--- config.mk ---
export PLATFORM = sky130hd
export DESIGN_NAME = mainfsm_hs_flat
export DESIGN_NICKNAME = d
export VERILOG_FILES = /design/src/rtl/mainfsm_hs_if.sv /design/src/rtl/mainfsm_hs.sv /design/src/flat_wrapper.sv
export SDC_FILE = /design/constraint.sdc
export NUM_CORES = 1
export LEC_CHECK = 0
export ABC_AREA = 0
export CAP_MARGIN = 15
export CORE_MARGIN = 2
export CORE_UTILIZATION = 42
export DETAILED_ROUTE_END_ITERATION = 8
export GPL_TIMING_DRIVEN = 1
export PLACE_DENSITY = 0.95
export SYNTH_ARGS = -nofsm -noshare
export SYNTH_HDL_FRONTEND = slang
export SYNTH_SLANG_ARGS = --single-unit
--- constraint.sdc ---
create_clock -name clk -period 5.7 [get_ports clk]
set_input_delay 1.14 -clock clk [delete_from_list [all_inputs] [get_ports clk]]
set_output_delay 1.14 -clock clk [all_outputs]
set_load 0.01 [all_outputs]
--- src/rtl/mainfsm_hs_if.sv ---
// Handshake and control bundle between the multicycle controller and the datapath.
// master = controller side, slave = datapath/decoder side.
interface mainfsm_hs_if #(
    parameter int CNT_W = 32
);
    logic [1:0]       Op;
    logic [5:0]       Funct;
    logic             MulOp;
    logic             MemReady;
    logic             IRWrite;
    logic             NextPC;
    logic             Branch;
    logic             RegW;
    logic             MemW;
    logic             AdrSrc;
    logic             ALUOp;
    logic [1:0]       ResultSrc;
    logic [1:0]       ALUSrcA;
    logic [1:0]       ALUSrcB;
    logic             MemReq;
    logic             MulStart;
    logic             Fault;
    logic [3:0]       State;
    logic [CNT_W-1:0] InstrCount;
    logic [CNT_W-1:0] StallCount;

    modport master (
        input  Op, Funct, MulOp, MemReady,
        output IRWrite, NextPC, Branch, RegW, MemW, AdrSrc, ALUOp,
        output ResultSrc, ALUSrcA, ALUSrcB, MemReq, MulStart, Fault,
        output State, InstrCount, StallCount
    );

    modport slave (
        output Op, Funct, MulOp, MemReady,
        input  IRWrite, NextPC, Branch, RegW, MemW, AdrSrc, ALUOp,
        input  ResultSrc, ALUSrcA, ALUSrcB, MemReq, MulStart, Fault,
        input  State, InstrCount, StallCount
    );
endinterface

--- src/rtl/mainfsm_hs.sv ---
// Multicycle control FSM with memory handshake, timeout, multi-cycle MUL and sticky fault.
// Optional perf counters enabled by defining MAINFSM_HS_PERF_EN.
module mainfsm_hs #(
    parameter int MUL_CYCLES  = 4,
    parameter int MEM_TIMEOUT = 15,
    parameter int CNT_W       = 32
) (
    input logic       clk,
    input logic       reset,
    mainfsm_hs_if.master bus
);
    typedef enum logic [3:0] {
        FETCH    = 4'd0,
        DECODE   = 4'd1,
        MEMADR   = 4'd2,
        MEMREAD  = 4'd3,
        MEMWB    = 4'd4,
        MEMWRITE = 4'd5,
        EXECUTER = 4'd6,
        EXECUTEI = 4'd7,
        ALUWB    = 4'd8,
        BRANCH   = 4'd9,
        EXECUTEM = 4'd10,
        MULWB    = 4'd11,
        FAULT    = 4'd15
    } state_t;

    localparam int WW = (MEM_TIMEOUT < 2) ? 1 : $clog2(MEM_TIMEOUT + 1);
    localparam logic [WW-1:0] WMAX = WW'(MEM_TIMEOUT);

    state_t        state, state_n;
    logic [WW-1:0] wcnt;
    logic [3:0]    mcnt;
    logic          mfirst;
    logic          memreq;
    logic          enter;
    logic          stall;
    logic          tmo;
    logic          unused_funct;

    assign unused_funct = ^bus.Funct[4:1];
    assign enter  = (state_n != state);
    assign memreq = (state == FETCH) || (state == MEMREAD) ||
                    (state == MEMWRITE);
    assign stall  = memreq && !bus.MemReady;
    assign tmo    = (MEM_TIMEOUT > 0) && stall && (wcnt == WMAX);

    always_ff @(posedge clk or posedge reset) begin
        if (reset) begin
            state  <= FETCH;
            wcnt   <= '0;
            mcnt   <= '0;
            mfirst <= 1'b0;
        end else begin
            state  <= state_n;
            mfirst <= enter && (state_n == EXECUTEM);
            if (enter)
                wcnt <= '0;
            else if (stall && wcnt != WMAX)
                wcnt <= wcnt + WW'(1);
            if (enter && state_n == EXECUTEM)
                mcnt <= 4'(MUL_CYCLES - 1);
            else if (state == EXECUTEM && mcnt != 4'd0)
                mcnt <= mcnt - 4'd1;
        end
    end

    always_comb begin
        state_n       = state;
        bus.IRWrite   = 1'b0;
        bus.NextPC    = 1'b0;
        bus.Branch    = 1'b0;
        bus.RegW      = 1'b0;
        bus.MemW      = 1'b0;
        bus.AdrSrc    = 1'b0;
        bus.ALUOp     = 1'b0;
        bus.ResultSrc = 2'b00;
        bus.ALUSrcA   = 2'b00;
        bus.ALUSrcB   = 2'b00;
        bus.MemReq    = 1'b0;
        bus.MulStart  = 1'b0;
        bus.Fault     = 1'b0;
        unique case (state)
            FETCH: begin
                bus.MemReq    = 1'b1;
                bus.ResultSrc = 2'b10;
                bus.ALUSrcA   = 2'b01;
                bus.ALUSrcB   = 2'b10;
                // Instruction latch is held off while reset is asserted.
                bus.IRWrite   = bus.MemReady & ~reset;
                bus.NextPC    = bus.MemReady & ~reset;
                if (bus.MemReady)
                    state_n = DECODE;
                else if (tmo)
                    state_n = FAULT;
            end
            DECODE: begin
                bus.ResultSrc = 2'b10;
                bus.ALUSrcA   = 2'b01;
                bus.ALUSrcB   = 2'b10;
                unique case (1'b1)
                    bus.Op == 2'b00 && bus.Funct[5]:
                        state_n = EXECUTEI;
                    bus.Op == 2'b00 && !bus.Funct[5] && bus.MulOp:
                        state_n = EXECUTEM;
                    bus.Op == 2'b00 && !bus.Funct[5] && !bus.MulOp:
                        state_n = EXECUTER;
                    bus.Op == 2'b01: state_n = MEMADR;
                    bus.Op == 2'b10: state_n = BRANCH;
                    bus.Op == 2'b11: state_n = FAULT;
                    default:         state_n = FAULT;
                endcase
            end
            MEMADR: begin
                bus.ALUSrcB = 2'b01;
                state_n = bus.Funct[0] ? MEMREAD : MEMWRITE;
            end
            MEMREAD: begin
                bus.MemReq  = 1'b1;
                bus.AdrSrc  = 1'b1;
                bus.ALUSrcB = 2'b01;
                if (bus.MemReady)
                    state_n = MEMWB;
                else if (tmo)
                    state_n = FAULT;
            end
            MEMWRITE: begin
                bus.MemReq  = 1'b1;
                bus.MemW    = 1'b1;
                bus.AdrSrc  = 1'b1;
                bus.ALUSrcB = 2'b01;
                if (bus.MemReady)
                    state_n = FETCH;
                else if (tmo)
                    state_n = FAULT;
            end
            MEMWB: begin
                bus.RegW      = 1'b1;
                bus.AdrSrc    = 1'b1;
                bus.ResultSrc = 2'b01;
                bus.ALUSrcB   = 2'b01;
                state_n = FETCH;
            end
            EXECUTER: begin
                bus.ALUOp = 1'b1;
                state_n = ALUWB;
            end
            EXECUTEI: begin
                bus.ALUSrcB = 2'b01;
                bus.ALUOp   = 1'b1;
                state_n = ALUWB;
            end
            EXECUTEM: begin
                bus.MulStart = mfirst;
                if (mcnt == 4'd0)
                    state_n = MULWB;
            end
            ALUWB: begin
                bus.RegW    = 1'b1;
                bus.ALUSrcB = 2'b01;
                state_n = FETCH;
            end
            MULWB: begin
                bus.RegW      = 1'b1;
                bus.ResultSrc = 2'b11;
                state_n = FETCH;
            end
            BRANCH: begin
                bus.Branch    = 1'b1;
                bus.ResultSrc = 2'b10;
                bus.ALUSrcA   = 2'b10;
                bus.ALUSrcB   = 2'b01;
                state_n = FETCH;
            end
            FAULT: begin
                bus.Fault = 1'b1;
            end
            default: state_n = FAULT;
        endcase
    end

    assign bus.State = state;

`ifdef MAINFSM_HS_PERF_EN
    logic [CNT_W-1:0] icnt, scnt;

    // Retirement = any return to FETCH; only completing states lead there.
    always_ff @(posedge clk or posedge reset) begin
        if (reset) begin
            icnt <= '0;
            scnt <= '0;
        end else begin
            if (state_n == FETCH && state != FETCH)
                icnt <= icnt + CNT_W'(1);
            if (stall && scnt != '1)
                scnt <= scnt + CNT_W'(1);
        end
    end

    assign bus.InstrCount = icnt;
    assign bus.StallCount = scnt;
`else
    assign bus.InstrCount = {CNT_W{1'b0}};
    assign bus.StallCount = {CNT_W{1'b0}};
`endif
endmodule
--- src/flat_wrapper.sv ---
// flat-port wrapper written by rule: the top's interface ports become plain ports
module mainfsm_hs_flat 
#(
    parameter int MUL_CYCLES  = 4,
    parameter int MEM_TIMEOUT = 15,
    parameter int CNT_W       = 32
)
  (clk, reset, bus_Op, bus_Funct, bus_MulOp, bus_MemReady, bus_IRWrite, bus_NextPC, bus_Branch, bus_RegW, bus_MemW, bus_AdrSrc, bus_ALUOp, bus_ResultSrc, bus_ALUSrcA, bus_ALUSrcB, bus_MemReq, bus_MulStart, bus_Fault, bus_State, bus_InstrCount, bus_StallCount);
  mainfsm_hs_if #(.CNT_W(CNT_W)) bus_i ();
  input logic clk;
  input logic reset;
  input wire logic [$bits(bus_i.Op)-1:0] bus_Op;
  input wire logic [$bits(bus_i.Funct)-1:0] bus_Funct;
  input wire logic [$bits(bus_i.MulOp)-1:0] bus_MulOp;
  input wire logic [$bits(bus_i.MemReady)-1:0] bus_MemReady;
  output wire logic [$bits(bus_i.IRWrite)-1:0] bus_IRWrite;
  output wire logic [$bits(bus_i.NextPC)-1:0] bus_NextPC;
  output wire logic [$bits(bus_i.Branch)-1:0] bus_Branch;
  output wire logic [$bits(bus_i.RegW)-1:0] bus_RegW;
  output wire logic [$bits(bus_i.MemW)-1:0] bus_MemW;
  output wire logic [$bits(bus_i.AdrSrc)-1:0] bus_AdrSrc;
  output wire logic [$bits(bus_i.ALUOp)-1:0] bus_ALUOp;
  output wire logic [$bits(bus_i.ResultSrc)-1:0] bus_ResultSrc;
  output wire logic [$bits(bus_i.ALUSrcA)-1:0] bus_ALUSrcA;
  output wire logic [$bits(bus_i.ALUSrcB)-1:0] bus_ALUSrcB;
  output wire logic [$bits(bus_i.MemReq)-1:0] bus_MemReq;
  output wire logic [$bits(bus_i.MulStart)-1:0] bus_MulStart;
  output wire logic [$bits(bus_i.Fault)-1:0] bus_Fault;
  output wire logic [$bits(bus_i.State)-1:0] bus_State;
  output wire logic [$bits(bus_i.InstrCount)-1:0] bus_InstrCount;
  output wire logic [$bits(bus_i.StallCount)-1:0] bus_StallCount;
  assign bus_i.Op = bus_Op;
  assign bus_i.Funct = bus_Funct;
  assign bus_i.MulOp = bus_MulOp;
  assign bus_i.MemReady = bus_MemReady;
  assign bus_IRWrite = bus_i.IRWrite;
  assign bus_NextPC = bus_i.NextPC;
  assign bus_Branch = bus_i.Branch;
  assign bus_RegW = bus_i.RegW;
  assign bus_MemW = bus_i.MemW;
  assign bus_AdrSrc = bus_i.AdrSrc;
  assign bus_ALUOp = bus_i.ALUOp;
  assign bus_ResultSrc = bus_i.ResultSrc;
  assign bus_ALUSrcA = bus_i.ALUSrcA;
  assign bus_ALUSrcB = bus_i.ALUSrcB;
  assign bus_MemReq = bus_i.MemReq;
  assign bus_MulStart = bus_i.MulStart;
  assign bus_Fault = bus_i.Fault;
  assign bus_State = bus_i.State;
  assign bus_InstrCount = bus_i.InstrCount;
  assign bus_StallCount = bus_i.StallCount;
  mainfsm_hs #(.MUL_CYCLES(MUL_CYCLES), .MEM_TIMEOUT(MEM_TIMEOUT), .CNT_W(CNT_W)) u_core (.clk(clk), .reset(reset), .bus(bus_i));
endmodule
# Word-level counts from Yosys, hierarchy flattened
# Index checks and enable logic that the tools add are counted.
word_totals:
  reg_bits: 13
  in_bits: 12
  output_inout_bits: 84
  wordCells: 78
op_classes:
  n_addsub: 2
  eq_ne: 18
  mux: 24
  bitwise_logic: 2
  n_reduce_logical: 28
ops:
  columns: ["operator", "n"]
  rows:
  - ["$mux 4", 9]
  - ["$pmux 4 s9", 1]
  - ["$eq 4x4->1 const B", 7]
  - ["$pmux 4 s5", 1]
  - ["$eq 4x3->1 const B", 4]
  - ["$reduce_or 3->1", 4]
  - ["$logic_and 1x1->1", 9]
  - ["$mux 1", 9]
  - ["$eq 4x2->1 const B", 2]
  - ["$logic_not 4->1", 2]
  - ["$pmux 2 s2", 2]
  - ["$reduce_or 7->1", 1]
  - ["$pmux 2 s3", 1]
  - ["$add 4x1->4 const B", 1]
  - ["$eq 4x1->1 const B", 1]
  - ["$ne 4x4->1", 1]
  - ["$ne 4x4->1 const B", 1]
  - ["$reduce_bool 2->1", 2]
  - ["$reduce_bool 4->1", 1]
  - ["$reduce_or 2->1", 2]
  - ["$reduce_or 4->1", 1]
  - ["$sub 4x1->4 const B", 1]
  - ["$logic_not 1->1", 3]
  - ["$mux 3", 1]
  - ["other kinds (6)", 7]

# Logic depth before layout (Yosys ltp)
# Gate-level depths: netlist of the first run.
logic_depth:
  ltp_word: 11
  mapped_depth: 8
  mapped_depth_nobuf: 8

# Worst setup path after synthesis of the first run
# No wires, ideal clock.
synth_path:
  path_kind: "input port to output port"
  start: "input bus_MemReady"
  end: "output bus_NextPC"
  t_arrival_ns: 1.925
  slack_ns: 2.635
  cell_stages: 3
  path_buffers: 1
  cell_sequence: "inv_1 -> nor4_1 -> buf_4"
synth_via:
  elab_chain_cells: 2
synth_lines:
  columns: ["element", "line_no", "source"]
  rows:
  - ["from (decl)", "flat_wrapper.sv:15", "input wire logic [$bits(bus_i.MemReady)-1:0] bus_MemReady;"]
  - ["$and 1x1->1", null, null]
  - ["$mux 1", null, null]
  - ["to (decl)", "flat_wrapper.sv:17", "output wire logic [$bits(bus_i.NextPC)-1:0] bus_NextPC;"]
# No other way between the ends.

# Final worst setup path of the first run
layout_path:
  start: "input bus_MemReady"
  end: "output bus_NextPC"
layout_via:
  elab_chain_cells: 2
layout_lines:
  columns: ["element", "line_no", "source"]
  rows:
  - ["$and 1x1->1", "mainfsm_hs.sv:91", "bus.NextPC = bus.MemReady & ~reset;"]
  - ["$mux 1", "mainfsm_hs.sv:83", "unique case (state)"]
# No other way between the ends.

==> summary.txt, run 1 <==
Clock network
  • Clock-pin slew on the worst setup and hold paths: 50 ps
  • Post-CTS setup buffer count: 0
  • H-tree lvl count: 1
  • CTS sink cnt: 13
  • CTS resizes: 0
  • Clock Latency Late Sink: 240 ps
  • CTS max path bufs: 2
  • CTS tree: built
  • CTS Root Cell: clkbuf_8
  • TritonCTS Buffers: 3
  • Hold_buf cts: 0

Global route
  • Largest net degree at the start of global routing: 25
  • Initial antenna violation count: 0
  • Overflow after GRT: 0
  • Total track usage: 0.131
  • First-pass GRT wire length: 4.49 mm
  • Vias in the first global route: 1024

Logic synthesis
  • Cell Area, Synth: 0.00166 mm²
  • Avg Cell Area, Syn: 7.86 µm²
  • Async set-or-reset flop fraction in the synthesized netlist: 1.00
  • Synthesized flop and latch total: 13
  • Sequential fraction of the synthesis area: 0.196
  • Synth Flop Type: dfrtp_1
  • YS warnings: 0
  • Post-synth EDFFs: 0
  • Syn Inst Count: 211
  • Yosys cell types: 49

Place
  • DP HPWL: 2.45 mm
  • Post-Place Cells: 275
  • PortBufs: 27
  • DP Area: 0.00168 mm²
  • Placer congestion estimate: 0.774

Worst hold path
  • HP Class: reg -> reg

STA
  • Worst Tran Pin Value: 751 ps
  • Clock skew: 3.39 ps
  • Final Setup Violations: 0
  • Fmax: 0.252 GHz
  • Final Max Slew Viols: 0
  • Slew headroom: 0.499
  • RSZ-0062 raised after global routing: no
  • Tcrit/Tclk final: 0.697
  • Final Hold Viols: 0
  • Final critical-path required period: 3970 ps
  • TNS Setup: 0 ps

Routing
  • Initial drt markers: 63
  • Wire length per cell: 10.7 µm
  • Post-route ant nets: 0
  • DR DRC count: 0
  • DRT Pass-1 Iters: 4
  • Routed vias/inst: 4.53
  • Via count: 1265
  • Post-Route WL: 2.98 mm

Final layout
  • Fin area: 0.00172 mm²
  • Share of cells above drive strength 1: 0.0649
  • Final std cells w/o fill: 279
  • Nets: 247
  • Most frequent cells in the layout: conb_1 (64), clkdlybuf4s50_1 (27), nand2_1 (15)
  • Area growth syn-to-layout: 4.00%
  • Commonest non-fill, non-tap cell in the layout: conb_1
  • ANT cells: 0

Pwr
  • Worst IR Drop VDD: 0.0991 mV
  • Pwr/cell area: 117 mW/mm²
  • P_leak: 0.877 nW

Floorplan
  • Core area: 0.00372 mm²
  • Rows: 22
  • Die H: 66.8 µm
  • Die width: 66.8 µm
  • Initial Utilization: 0.446
  • Die Area: 0.00447 mm²
  • I/O pin total: 96

Setup path
  • Crit start category: input pin
  • Crit path required time: 4560 ps
  • Worst setup EP type: output port
  • CP Max Fanout: 7
  • Crit Path Class: in -> out
  • Data arrival time of the critical path: 2830 ps

Run
  • Number of max-cap violations: 0

Status
  • Outcome: completed
==> final timing paths <==
kind,slack [ps],startpoint,to,depth (start not counted)
worst max-delay path,1730,bus_MemReady,bus_NextPC,4
max in group asynchronous,4110,reset,u_core.mcnt[0]$_DFFE_PP0P_,2
worst max register to register,3350,u_core.bus.State[2]$_DFF_PP0_,u_core.wcnt[3]$_DFFE_PP0P_,6
worst min register to register,560,u_core.mcnt[0]$_DFFE_PP0P_,u_core.mcnt[0]$_DFFE_PP0P_,2
worst min-delay path,560,u_core.mcnt[0]$_DFFE_PP0P_,u_core.mcnt[0]$_DFFE_PP0P_,2
min in group asynchronous,1270,reset,u_core.mcnt[2]$_DFFE_PP0P_,2
==> cell type report <==
class	instances	area, µm²
sequential	13	325
multi-input combinational	174	975
tap	48	60.1
timing repair buffer	27	270
fill	380	1990
clock buffer	4	45.0
inverter	13	48.8
==> critical path: stages <==
cell and delay, ps:
clkdlybuf4s50_1 600, inv_1 140, nor4_1 350, clkdlybuf4s50_1 600
==> sequential cells by signal, indices dropped and copies added (netlist names) <==
| name | count |
|---|---|
| u_core.wcnt | 4 |
| u_core.mfirst | 1 |
| u_core.bus.State | 4 |
| u_core.mcnt | 4 |
==> power by group <==
group          total [mW]  switching, mW  leakage [nW]  internal (mW)
Combinational      0.0301         0.0245         0.714        0.00556
Clock              0.0795         0.0303        0.0228         0.0492
Sequential         0.0924              0         0.140         0.0924
Total               0.202         0.0548         0.877          0.147
==> through the flow <==
step	utilization	hold slack, ps	setup WS (ps)	total power [mW]
after floorplan	-	505	2630	0.149
after global placement	0.452	540	1790	0.123
after detailed placement	0.452	552	1750	0.123
after CTS	0.464	569	1740	0.203
after global routing	0.464	596	1640	0.213
final	0.464	558	1730	0.202
==> routing by layer <==
layer  GRT usage  vias to the layer above  routed length (µm)
met4      0.0230                        0                  24
met2       0.243                       59                1620
met1       0.150                      574                1110
li1            -                      624                   -
met3      0.0389                        8                 222
met5           0                        -                   0
==> Yosys cell counts (2+ instances only) <==
library cell / n / area share
o21a_1: 2 / 0.0091
o31ai_1: 2 / 0.0091
nor3b_1: 3 / 0.014
or3_1: 2 / 0.0075
xnor2_1: 3 / 0.016
nand2b_1: 2 / 0.0075
inv_1: 13 / 0.029
buf_4: 69 / 0.31
nand2_1: 15 / 0.034
o21ai_0: 9 / 0.027
clkbuf_1: 3 / 0.0068
nor2_1: 14 / 0.032
nor2b_1: 4 / 0.015
nor4_1: 2 / 0.0075
nand4_1: 2 / 0.0075
nor3_1: 9 / 0.027
nand3_1: 2 / 0.0060
o211ai_1: 2 / 0.0091
dfrtp_1: 13 / 0.20
ha_1: 3 / 0.023
a21oi_1: 6 / 0.018
xor2_1: 4 / 0.021
==> logic make-up after synthesis <==
kind of cell / share of synthesized area
adders and majority gates: 0.0226
DFF: 0.196
other: 0.00226
AOI/OAI and AO/OA: 0.157
buffers and inverters: 0.358
muxes: 0.00604
and+or+nand+nor: 0.220
xor gates and xnor gates: 0.0370
Power figures use the tool's default switching activity.
==> inputs of run 2 (changes only) <==
CORE_UTILIZATION = 39   (was 42)
PLACE_DENSITY = 0.93   (was 0.95)
clock period = 3.75 ns   (was 5.7 ns; I/O delays follow)
==> run 2 against run 1 <==
  * Clock power up 52%
  * Clock skew about the same
  * Non-clock buffer count up 1
  * Sequential share of layout area down 0.11 points
  * Register-to-register slack worse by 1800 ps
  * Sequential power up 52%
  * Clock-buffer cell count unchanged
  * Worst hold slack better by 18 ps
  * Combinational power up 51%
  * Critical path depth unchanged
  * Power up 52%
  * Critical path type unchanged
  * Largest cell class unchanged
==> summary.txt, run 2 (synthesis gave the netlist of run 1 again) <==
STA
  • Clock skew: 2.93 ps (-0.457 ps)
  • TNS Setup: 0 ps (unchanged)
  • Final Max Slew Viols: 0 (unchanged)
  • Final Hold Slack: 576 ps (+18.2 ps)
  • Fmax: 0.314 GHz
  • Slew headroom: 0.593 (+0.0941)
  • Final Setup Violations: 0 (unchanged)
  • Tcrit/Tclk final: 0.850
  • Final Hold Viols: 0 (unchanged)
  • Worst Tran Pin Value: 610 ps (-141 ps)
  • RSZ-0062 raised after global routing: no
  • Worst Setup Slack, final: 562 ps (-1160 ps)
  • Final critical-path required period: 3190 ps

Clock network
  • H-tree lvl count: 1 (unchanged)
  • CTS resizes: 0 (unchanged)
  • Clock Latency Late Sink: 240 ps (about the same)
  • Hold_buf cts: 0 (unchanged)
  • CTS sink cnt: 13 (unchanged)
  • CTS max path bufs: 2 (unchanged)
  • TritonCTS Buffers: 3 (unchanged)
  • CTS tree: built
  • Post-CTS setup buffer count: 0 (unchanged)
  • Clock-pin slew on the worst setup and hold paths: 50 ps (about the same)
  • CTS Root Cell: clkbuf_8

Routing
  • DRT Pass-1 Iters: 4 (unchanged)
  • Routed vias/inst: 4.50 (-0.75%)
  • Post-Route WL: 2.91 mm (-2.3%)
  • Initial drt markers: 49 (-22%)
  • Wire length per cell: 10.3 µm (-3.4%)
  • DR DRC count: 0 (unchanged)
  • Via count: 1269 (+0.32%)
  • Post-route ant nets: 0 (unchanged)

Final layout
  • Area growth syn-to-layout: 4.60%
  • ANT cells: 0 (unchanged)
  • # fillers: 418 (+10%)
  • Share of cells above drive strength 1: 0.0690 (+0.00403)
  • Most frequent cells in the layout: conb_1 (64), clkdlybuf4s50_1 (27), nand2_1 (15)
  • Nets: 248 (+0.40%)
  • Final Util: 0.427 (-0.0366)
  • Fin area: 0.00173 mm² (+0.58%)
  • Commonest non-fill, non-tap cell in the layout: conb_1
  • Final std cells w/o fill: 282 (+1.1%)

Place
  • Pre-CTS setup slack: 580 ps (-1170 ps)
  • DP Area: 0.00169 mm² (+0.60%)
  • Placer congestion estimate: 0.866 (+12%)
  • Post-Place Cells: 278 (+1.1%)
  • DP HPWL: 2.39 mm (-2.6%)
  • PortBufs: 27 (unchanged)

Pwr
  • Reg power frac: 0.458 (about the same)
  • Switching share of power: 0.271 (-0.000589)
  • Cell Int Power: 0.224 mW (+52%)
  • Net switching power: 0.0831 mW (+52%)
  • Pwr/cell area: 177 mW/mm² (+51%)
  • Clock power frac: 0.394 (about the same)
  • P_leak: 0.881 nW (+0.47%)
  • Tot Pwr: 0.307 mW (+52%)
  • Worst IR Drop VDD: 0.153 mV (+54%)
  • Logic pwr share: 0.148 (about the same)

Status
  • Outcome: completed

Global route
  • Overflow after GRT: 0 (unchanged)
  • Vias in the first global route: 1043 (+1.9%)
  • First-pass GRT wire length: 4.64 mm (+3.2%)
  • Total track usage: 0.114 (-0.0173)
  • Initial antenna violation count: 0 (unchanged)
  • Largest net degree at the start of global routing: 22 (-12%)

Floorplan
  • Initial Utilization: 0.409 (-0.0376)
  • I/O pin total: 96 (unchanged)
  • Core area: 0.00406 mm² (+9.2%)
  • Rows: 23 (+4.5%)
  • Die H: 69.2 µm (+3.6%)
  • Die Area: 0.00479 mm² (+7.2%)
  • Die width: 69.2 µm (+3.6%)

Worst hold path
  • HP Class: reg -> reg

Setup path
  • Worst path max stage delay: 620 ps (+20 ps)
  • Crit Path Class: in -> out
  • Cells along the critical path: clkdlybuf4s50_1 -> inv_1 -> nor4_1 -> clkdlybuf4s50_1
  • Cell mode on critical path: clkdlybuf4s50_1
  • Worst setup EP type: output port
  • Crit path required time: 3000 ps (-1560 ps)
  • Data arrival time of the critical path: 2440 ps (-390 ps)
  • CP Max Fanout: 7 (unchanged)
  • Critical path's slowest cell: clkdlybuf4s50_1
  • Crit start category: input pin

Run
  • Number of max-cap violations: 0 (unchanged)
==> run 2: worst max-delay path: cells and delay by family <==
family	cells	cell delay (ps)
simple gates	1	340
buf+inv	3	1350
==> run 2: routing by layer <==
metal	track usage	routed length, µm	up-vias
met3	0.0363	193	0
li1	-	-	615
met5	0	0	-
met1	0.144	1160	600
met2	0.198	1550	54
met4	0.0109	0	0
==> run 2: path summary, 6_finish.rpt <==
kind	depth (start not counted)	start	slack, ps	end
min in group asynchronous	2	reset	870	u_core.bus.State[0]$_DFF_PP0_
worst max-delay path	4	bus_MemReady	560	bus_IRWrite
worst min-delay path	2	u_core.mcnt[0]$_DFFE_PP0P_	580	u_core.mcnt[0]$_DFFE_PP0P_
worst min register to register	2	u_core.mcnt[0]$_DFFE_PP0P_	580	u_core.mcnt[0]$_DFFE_PP0P_
max in group asynchronous	2	reset	2550	u_core.mcnt[2]$_DFFE_PP0P_
worst max register to register	6	u_core.bus.State[1]$_DFF_PP0_	1590	u_core.mcnt[2]$_DFFE_PP0P_
==> run 2: area by class of cell <==
class	count	area, µm²	share of cell area
well taps	50	62.6	0.0361
inverters	13	48.8	0.0281
multi-input cells	174	975	0.562
repair buffers	28	278	0.160
clock buffers	4	45.0	0.0260
flip-flops and latches	13	325	0.188
==> run 2: power by group through the flow <==
stage               Combinational, mW  Clock, mW  Sequential [mW]
floorplan                      0.0833          0            0.143
global placement               0.0437          0            0.143
detailed placement             0.0443          0            0.143
CTS                            0.0444      0.126            0.140
global route                   0.0501      0.136            0.140
finish                         0.0454      0.121            0.140
